==> config.mk <==
export PLATFORM = sky130hd
export DESIGN_NAME = simd_lane_serializer
export DESIGN_NICKNAME = d
export VERILOG_FILES = /design/src/rtl/simd_act_pkg.sv /design/src/rtl/simd_pair_fifo.sv /design/src/rtl/simd_lane_serializer.sv
export SDC_FILE = /design/constraint.sdc
export NUM_CORES = 1
export LEC_CHECK = 0
export CORE_ASPECT_RATIO = 2
export CORE_UTILIZATION = 60
export DETAILED_ROUTE_END_ITERATION = 16
export MAX_ROUTING_LAYER = met4
export PLACE_DENSITY = 0.81
export SKIP_CTS_REPAIR_TIMING = 1
export SYNTH_ARGS = -nofsm -noshare
export SYNTH_HDL_FRONTEND = slang
export SYNTH_SLANG_ARGS = --single-unit
==> constraint.sdc <==
create_clock -name clk -period 5.7 [get_ports clk]
set_clock_uncertainty 0.15 [all_clocks]
set_input_delay 1.14 -clock clk [delete_from_list [all_inputs] [get_ports clk]]
set_output_delay 1.14 -clock clk [all_outputs]
set_load 0.005 [all_outputs]
==> src/rtl/simd_act_pkg.sv <==
// Shared definitions for the 2-lane tanh/sigmoid activation datapath and its
// downstream lane serializer: sample width, lane count, Q5.11 constants,
// the packed result-pair type and the serializer output-stage state encoding.
package simd_act_pkg;

  localparam int DATA_W = 16;
  localparam int LANES  = 2;

  // Q5.11: 1.0 and the activation output saturation limits.
  localparam logic signed [DATA_W-1:0] Q_ONE   = 16'sd2048;
  localparam logic signed [DATA_W-1:0] SAT_POS = 16'sd2038;
  localparam logic signed [DATA_W-1:0] SAT_NEG = -16'sd2038;

  // One result pair as produced by the activation pipeline, lane 0 in the LSBs.
  typedef struct packed {
    logic signed [DATA_W-1:0] lane1;
    logic signed [DATA_W-1:0] lane0;
  } pair_t;

  // Serializer output stage: empty, presenting lane 0, presenting lane 1.
  typedef enum logic [1:0] {
    ST_EMPTY = 2'd0,
    ST_LANE0 = 2'd1,
    ST_LANE1 = 2'd2
  } ser_state_t;

endpackage

==> src/rtl/simd_pair_fifo.sv <==
// DEPTH-entry FIFO of packed result pairs with push/pop and an occupancy
// counter. full/empty are decoded from the level; pointers wrap naturally.
// A push on a full FIFO is legal only together with a pop on the same edge.
module simd_pair_fifo
  import simd_act_pkg::*;
#(
  parameter int DATA_W = 16,
  parameter int DEPTH  = 8
) (
  input  logic                      clk,
  input  logic                      rst_n,
  input  logic                      i_push,
  input  logic [LANES*DATA_W-1:0]   i_wdata,
  input  logic                      i_pop,
  output logic [LANES*DATA_W-1:0]   o_rdata,
  output logic [$clog2(DEPTH):0]    o_level,
  output logic                      o_full,
  output logic                      o_empty
);

  localparam int AW = $clog2(DEPTH);

  logic [LANES*DATA_W-1:0] r_mem [DEPTH];
  logic [AW-1:0]           r_wr_ptr;
  logic [AW-1:0]           r_rd_ptr;
  logic [AW:0]             r_level;

  // Pair storage; payload only, so it carries no reset.
  always_ff @(posedge clk) begin
    if (i_push) r_mem[r_wr_ptr] <= i_wdata;
  end

  // Pointers and occupancy; a simultaneous push and pop leaves the level unchanged.
  always_ff @(posedge clk or negedge rst_n) begin
    if (!rst_n) begin
      r_wr_ptr <= '0;
      r_rd_ptr <= '0;
      r_level  <= '0;
    end else begin
      if (i_push) r_wr_ptr <= r_wr_ptr + 1'b1;
      if (i_pop)  r_rd_ptr <= r_rd_ptr + 1'b1;
      case ({i_push, i_pop})
        2'b10:   r_level <= r_level + 1'b1;
        2'b01:   r_level <= r_level - 1'b1;
        default: r_level <= r_level;
      endcase
    end
  end

  assign o_rdata = r_mem[r_rd_ptr];
  assign o_level = r_level;
  assign o_full  = (r_level == (AW+1)'(DEPTH));
  assign o_empty = (r_level == '0);

endmodule

==> src/rtl/simd_lane_serializer.sv <==
// Captures activation result pairs (lane 0, lane 1) on a non-backpressured
// valid strobe into a pair FIFO, then serializes them lane 0 first onto a
// ready/valid stream. Pairs arriving with no room are dropped whole and flagged.
// Build option: define SIMD_SERIALIZER_DROP_COUNT_EN for a saturating 16-bit
// dropped-pair counter; otherwise drop_count is constant zero.
module simd_lane_serializer
  import simd_act_pkg::*;
#(
  parameter int DATA_W = 16,
  parameter int DEPTH  = 8
) (
  input  logic                     clk,
  input  logic                     rst_n,
  input  logic signed [DATA_W-1:0] y0_in,
  input  logic signed [DATA_W-1:0] y1_in,
  input  logic                     valid_in,
  output logic signed [DATA_W-1:0] out_data,
  output logic                     out_lane,
  output logic                     out_valid,
  input  logic                     out_ready,
  output logic [$clog2(DEPTH):0]   fifo_level,
  output logic                     overflow,
  output logic [15:0]              drop_count
);

  ser_state_t                r_state;
  ser_state_t                w_next;
  logic                      w_pop;
  logic                      w_push;
  logic                      w_drop;
  logic                      w_hs;
  logic                      w_full;
  logic                      w_empty;
  logic [LANES*DATA_W-1:0]   w_rdata;
  logic signed [DATA_W-1:0]  r_out_data;
  logic signed [DATA_W-1:0]  r_y1;
  logic                      r_overflow;

  assign w_hs   = out_valid & out_ready;
  // A pop frees a slot on the same edge, so a full FIFO still accepts then.
  assign w_push = valid_in & (~w_full | w_pop);
  assign w_drop = valid_in & w_full & ~w_pop;

  simd_pair_fifo #(
    .DATA_W (DATA_W),
    .DEPTH  (DEPTH)
  ) u_fifo (
    .clk     (clk),
    .rst_n   (rst_n),
    .i_push  (w_push),
    .i_wdata ({y1_in, y0_in}),
    .i_pop   (w_pop),
    .o_rdata (w_rdata),
    .o_level (fifo_level),
    .o_full  (w_full),
    .o_empty (w_empty)
  );

  // Output-stage state register.
  always_ff @(posedge clk or negedge rst_n) begin
    if (!rst_n) r_state <= ST_EMPTY;
    else        r_state <= w_next;
  end

  // Next state and FIFO pop: load a pair when idle or right after lane 1 leaves.
  always_comb begin
    w_next = r_state;
    w_pop  = 1'b0;
    case (r_state)
      ST_EMPTY: begin
        if (!w_empty) begin
          w_pop  = 1'b1;
          w_next = ST_LANE0;
        end
      end
      ST_LANE0: begin
        if (w_hs) w_next = ST_LANE1;
      end
      ST_LANE1: begin
        if (w_hs) begin
          if (!w_empty) begin
            w_pop  = 1'b1;
            w_next = ST_LANE0;
          end else begin
            w_next = ST_EMPTY;
          end
        end
      end
      default: w_next = ST_EMPTY;
    endcase
  end

  // Output data register: lane 0 on load, lane 1 after the lane 0 handshake.
  always_ff @(posedge clk or negedge rst_n) begin
    if (!rst_n) begin
      r_out_data <= '0;
      r_y1       <= '0;
    end else if (w_pop) begin
      r_out_data <= w_rdata[DATA_W-1:0];
      r_y1       <= w_rdata[LANES*DATA_W-1:DATA_W];
    end else if (r_state == ST_LANE0 && w_hs) begin
      r_out_data <= r_y1;
    end
  end

  // Sticky overflow flag, cleared only by reset.
  always_ff @(posedge clk or negedge rst_n) begin
    if (!rst_n)      r_overflow <= 1'b0;
    else if (w_drop) r_overflow <= 1'b1;
  end

`ifdef SIMD_SERIALIZER_DROP_COUNT_EN
  logic [15:0] r_drop_count;

  // Saturating dropped-pair counter.
  always_ff @(posedge clk or negedge rst_n) begin
    if (!rst_n)                                r_drop_count <= '0;
    else if (w_drop && r_drop_count != 16'hFFFF) r_drop_count <= r_drop_count + 16'd1;
  end

  assign drop_count = r_drop_count;
`else
  assign drop_count = '0;
`endif

  assign out_data  = r_out_data;
  assign out_lane  = (r_state == ST_LANE1);
  assign out_valid = (r_state != ST_EMPTY);
  assign overflow  = r_overflow;

endmodule

# Word-level counts from Yosys, hierarchy flattened
# Memory sizes are Yosys's and may differ from the RTL's.
# Index checks and enable logic that the tools add are counted.
dict set report word_totals {
  reg_bits 45
  ram_bits 256
  word_cells 47
  mem_count 1
}
# name words word_bits read_ports rd_clocked_by_memory_dff wr line
set mem_list {}
lappend mem_list {u_fifo.r_mem 8 32 1 0 1 simd_pair_fifo.sv:23} ;# logic [LANES*DATA_W-1:0] r_mem [DEPTH];
dict set report op_classes {
  add_sub_neg 4
  eq_ne 8
  mux 13
  n_bitwise 7
  reduce_logical 7
}
# cell n
set ops {}
lappend ops {{$mux W16} 2}
lappend ops {{$pmux W4 S2} 1}
lappend ops {{$add A3 B1 Y3 const B} 2}
lappend ops {{$mux W2} 3}
lappend ops {{$pmux W2 S3} 1}
lappend ops {{$reduce_bool A2 Y1} 3}
lappend ops {{$mux W1} 5}
lappend ops {{$add A4 B1 Y4 const B} 1}
lappend ops {{$and A1 B1 Y1} 4}
lappend ops {{$eq A2 B1 Y1 const B} 2}
lappend ops {{$eq A2 B2 Y1 const B} 2}
lappend ops {{$eq A4 B4 Y1 const B} 1}
lappend ops {{$logic_not A4 Y1} 1}
lappend ops {{$ne A2 B2 Y1 const B} 2}
lappend ops {{$sub A4 B1 Y4 const B} 1}
lappend ops {{$reduce_and A3 Y1} 1}
lappend ops {{$logic_not A2 Y1} 1}
lappend ops {{$ne A2 B1 Y1 const B} 1}
lappend ops {{$not A1 Y1} 2}
lappend ops {{$pmux W1 S2} 1}
lappend ops {{$logic_and A1 B1 Y1} 1}
lappend ops {{$or A1 B1 Y1} 1}

# Depth between registers and ports, before layout
dict set report logic_depth {
  depth_word 8
  depth_mapped 11
  depth_no_buf 10
}

# By module
# A second synthesis with hierarchy kept.
dict set report unflattened {
  hier_cells 541
  area_unflattened_um2 12089.1
}
# module n_inst cells_each area_each_um2 seq_area_each_um2
set by_module_without_submodules {}
lappend by_module_without_submodules {simd_pair_fifo 1 424 10292.4 7937.6}
lappend by_module_without_submodules {simd_lane_serializer 1 117 1796.7 875.8}

# Least setup slack after synthesis
# No wires, ideal clock.
dict set report synth_path {
  kind {input to register}
  startpoint {input out_ready}
  endpoint {memory u_fifo.r_mem[0][0] in the netlist's numbering, enable pin}
  arrival_time_ps 3901
  required_time_ps 5089
  setup_slack_ps 1188
  path_stages 4
  path_buffers 0
  cell_sequence {nor2b_1 o211ai_1 nand3b_1 nor3_1}
}
dict set report synth_via {
  elab_chain_cells 7
}
# element line
set synth_lines {}
lappend synth_lines {{start: declaration} simd_lane_serializer.sv:20} ;# input logic out_ready,
lappend synth_lines {{$and A1 B1 Y1} simd_lane_serializer.sv:39} ;# assign w_hs = out_valid & out_ready;
lappend synth_lines {{$mux W1} simd_lane_serializer.sv:80} ;# if (w_hs) begin
lappend synth_lines {{$pmux W1 S2} simd_lane_serializer.sv:69} ;# case (r_state)
lappend synth_lines {{$or A1 B1 Y1} simd_lane_serializer.sv:41} ;# assign w_push = valid_in & (~w_full | w_pop);
lappend synth_lines {{$and A1 B1 Y1} simd_lane_serializer.sv:41}
lappend synth_lines {{$mux W1} simd_pair_fifo.sv:30} ;# if (i_push) r_mem[r_wr_ptr] <= i_wdata;
lappend synth_lines {{$mux W1 (implied by the code)} simd_pair_fifo.sv:30}
lappend synth_lines {{end: declaration} simd_pair_fifo.sv:23}
# No other way between the ends.

# Worst setup path in the final report
dict set report layout_path {
  startpoint {input out_ready}
  endpoint {memory u_fifo.r_mem[4][27] in the netlist's numbering, enable pin}
}
# Same word-level chain as after synthesis.

==> impl_metrics.csv <==
group,metric,value,unit
route,drtAntennaViolNets,0,
synthesis,syn_area,11560,um^2
die,die_w,100.2,um
finish,design_area,13250,um^2
critical_path,critPathRequiredTime,5.67,ns
sta,setup-tns-final,0,ns
synthesis,yosys_warnings,0,
synthesis,ys_seq_elements,301,
critical_path,rr_startpoint,"u_fifo.o_level[2]",
route,wire_per_inst,25.24,um
grt,grt_start_max_net_pins,54,
clock_network,clock_latency,0.51,ns
synthesis,synthXorXnorAreaFrac,0.6817,%
critical_path,cp-end-kind,"flip-flop",
route,vias,5589,
route,drc,0,
synthesis,synth_top_family_by_area,"multiplexers",
grt,grt_antenna_before_repair,1,
clock_network,cts_tree,"built",
critical_path,endpoint,"u_fifo.r_mem[4][27]",
grt,grt_use_total,24.97,%
worst_hold_path,hold_class,"reg2reg",
grt,grt_pass1_wl,34.75,mm
finish,layout-drive-gt1-share,19.75,%
route,drtIter0Drc,363,
critical_path,path_delay_family,"simple AND/OR/NAND/NOR gates",
clock_network,cts_made_buffers,24,
synthesis,yosysTopAreaCellShare,66.48,%
die,pin_count,75,
route,wl,22.82,mm
power_and_ir_drop,power_leakage,0.004484,uW
critical_path,path_class,"in2reg",
finish,final_cell_mix,"256 x edfxtp_1, 64 x mux4_2, 57 x clkdlybuf4s50_1",
placement,gp_congestion,0.7692,
synthesis,yosys.area_share.simple,1.818,%
critical_path,path_cells,"clkdlybuf4s50_1 > nor2b_1 > o211ai_1 > nand3b_1 > nor2_4",
die,die_h,198.3,um
sta,fin_crit,3.591,ns
finish,area_delta_synth_final,14.60,%
sta,rsz0062_at_grt,"false",
synthesis,synth_top_cell_by_area,"edfxtp_1",
grt,grt_pass1_vias,6012,
finish,fin_nets,673,
critical_path,critPathBufInv,1,
job,drv_cap,0,
clock_network,cts-root-buf,"clkbuf_16",
placement,dpl_cell_area,12390,um^2
power_and_ir_drop,ir_worst_vdd,0.3442,mV
placement,dp.final_hpwl,13.91,mm
clock_network,clk_pin_slew,0.06,ns
synthesis,synthDistinctLibCells,39,
die,rows,71,
sta,tightest_slew,1.278,ns
route,dr.pass1.iters,8,
finish,final_common_cell,"edfxtp_1",
synthesis,synthCells,567,
sta,whs,0.3485,ns
die,die-area,19870,um^2
clock_network,htree_levels,1,
grt,grt-ovfl-total,0,
synthesis,yosys-mux-area-fraction,12.76,%
critical_path,reg2reg_to,"u_fifo.o_level[2]",
critical_path,crit_slowest_cell,"nor2_4",
grt,top_usage_layer,"met2",
sta,setup_ws,2.109,ns
critical_path,start_kind,"input pin",
power_and_ir_drop,total_power,6818,uW
placement,post-place-ws,1.604,ns
placement,port_buffers,58,
grt,use_met1,29.01,%
critical_path,crit_path_start,"out_ready",
worst_hold_path,min_path_cells,1,
sta,slew_headroom,14.46,%
sta,post-route-period-util,63.00,%
grt,gr-usage-met3,3.918,%
outcome,status,"complete, no violations",
critical_path,cp.depth,5,
critical_path,critPathMaxFanout,32,
synthesis,syn_area_per_cell,20.39,um^2
clock_network,max-clock-path-buffers,3,
power_and_ir_drop,powerDensity,514.5,nW/um^2
critical_path,rrSetupSlack,2.73,ns
route,via_per_inst,6.183,
synthesis,synth_adder_area_share,0.5410,%
sta,max_freq,0.2785,GHz
sta,setup_viol,0,
grt,grt_use_met2,42.67,%
die,start_util,61.40,%
clock_network,numClockSinks,301,
critical_path,worst-r2r-cell-count,10,
critical_path,arrival,3.56,ns
sta,slew_violations,0,
critical_path,slowest_delay,0.99,ns
synthesis,ys_seq_area_share,76.22,%
synthesis,synthTopCellsByArea,"edfxtp_1 66%, mux4_2 12%, dfrtp_1 9.7%, a221o_1 1.4%, buf_4 1.1%",
die,core-area,18830,um^2
synthesis,synth-compound-area-share,4.631,%
sta,finalHoldViolations,0,
==> state kept, by name, summed over array words and instances, names as in the netlist <==
name             count
u_fifo.r_mem       256
out_data            16
r_y1                16
u_fifo.o_level       4
u_fifo.r_rd_ptr      3
u_fifo.r_wr_ptr      3
r_state              2
overflow             1
==> report_power, final <==
group	leakage, uW	switching [uW]	total, uW	internal [uW]
combinational	0.00120	935	1860	922
sequential	0.00287	319	3170	2850
clock	0.000420	720	1790	1070
total	0.00448	1970	6820	4840
==> logic make-up after synthesis <==
group           count (synthesis)
flops                         301
buf+inv                        75
xor+xnor                        9
simple gates                   37
other cells                     1
compound gates                 72
mux                            67
fa+ha+maj                       5
==> through the flow <==
stage	instances	util, %
detailed placement	861	65.78
global route	904	70.36
floorplan	582	-
CTS	903	70.35
global placement	861	65.78
finish	904	70.36
==> synth_stat cells (all sizes together) <==
cell type  count
nor2b          5
a221o         16
o32ai          1
o21ai         16
buf           35
o22ai          7
nand3          2
nand2          5
nand3b         1
mux4          64
o21bai         1
a31oi          1
dfrtp         45
clkbuf         7
inv           33
conb           1
a22oi         16
nand2b         3
o211ai         1
a21oi          3
and4           1
mux2           3
or3            1
nand4          1
or2            1
xnor2          4
nor2           9
or4            2
a22o           9
edfxtp       256
a21o           1
nor4           2
xor2           5
nor3           4
ha             5
==> per-layer routing <==
| layer | part of all wire [%] | vias to the layer above |
|---|---|---|
| met1 | 35 | 2902 |
| met2 | 55 | 239 |
| met4 | 3.9 | 0 |
| li1 | - | 2386 |
| met3 | 5.3 | 62 |
| met5 | 0 | - |
==> layout make-up <==
cell class,count,area [um^2]
tap,255,319.1
multi-input combinational,206,2491
timing repair buffer,66,635.6
clock buffer,27,633.1
inverter,33,123.9
antenna,1,2.502
clock inverter,15,227.7
fill,1137,5582
sequential,301,8818
==> how the worst min path moves through the flow <==
stage	start	slack, ns	endpoint
3_5_place_dp	r_y1[8]	0.34	out_data[8]
6_report	overflow	0.35	overflow
5_1_grt	r_y1[12]	0.38	out_data[12]
4_1_cts	overflow	0.36	overflow
3_3_place_gp	r_y1[12]	0.34	out_data[12]
2_1_floorplan	overflow	0.32	overflow
==> worst reg2reg max path, cell delays in order, from the launching register on <==
cell and delay [ns]:
dfrtp_1 0.48, nor4_2 0.59, nor3_2 0.09, buf_4 0.23, ha_1 0.30, xor2_1 0.20
ha_1 0.21, a21oi_1 0.17, xor2_1 0.18, nor2_1 0.08, xor2_1 0.16
Note: power is estimated with default switching activity, not from simulation.
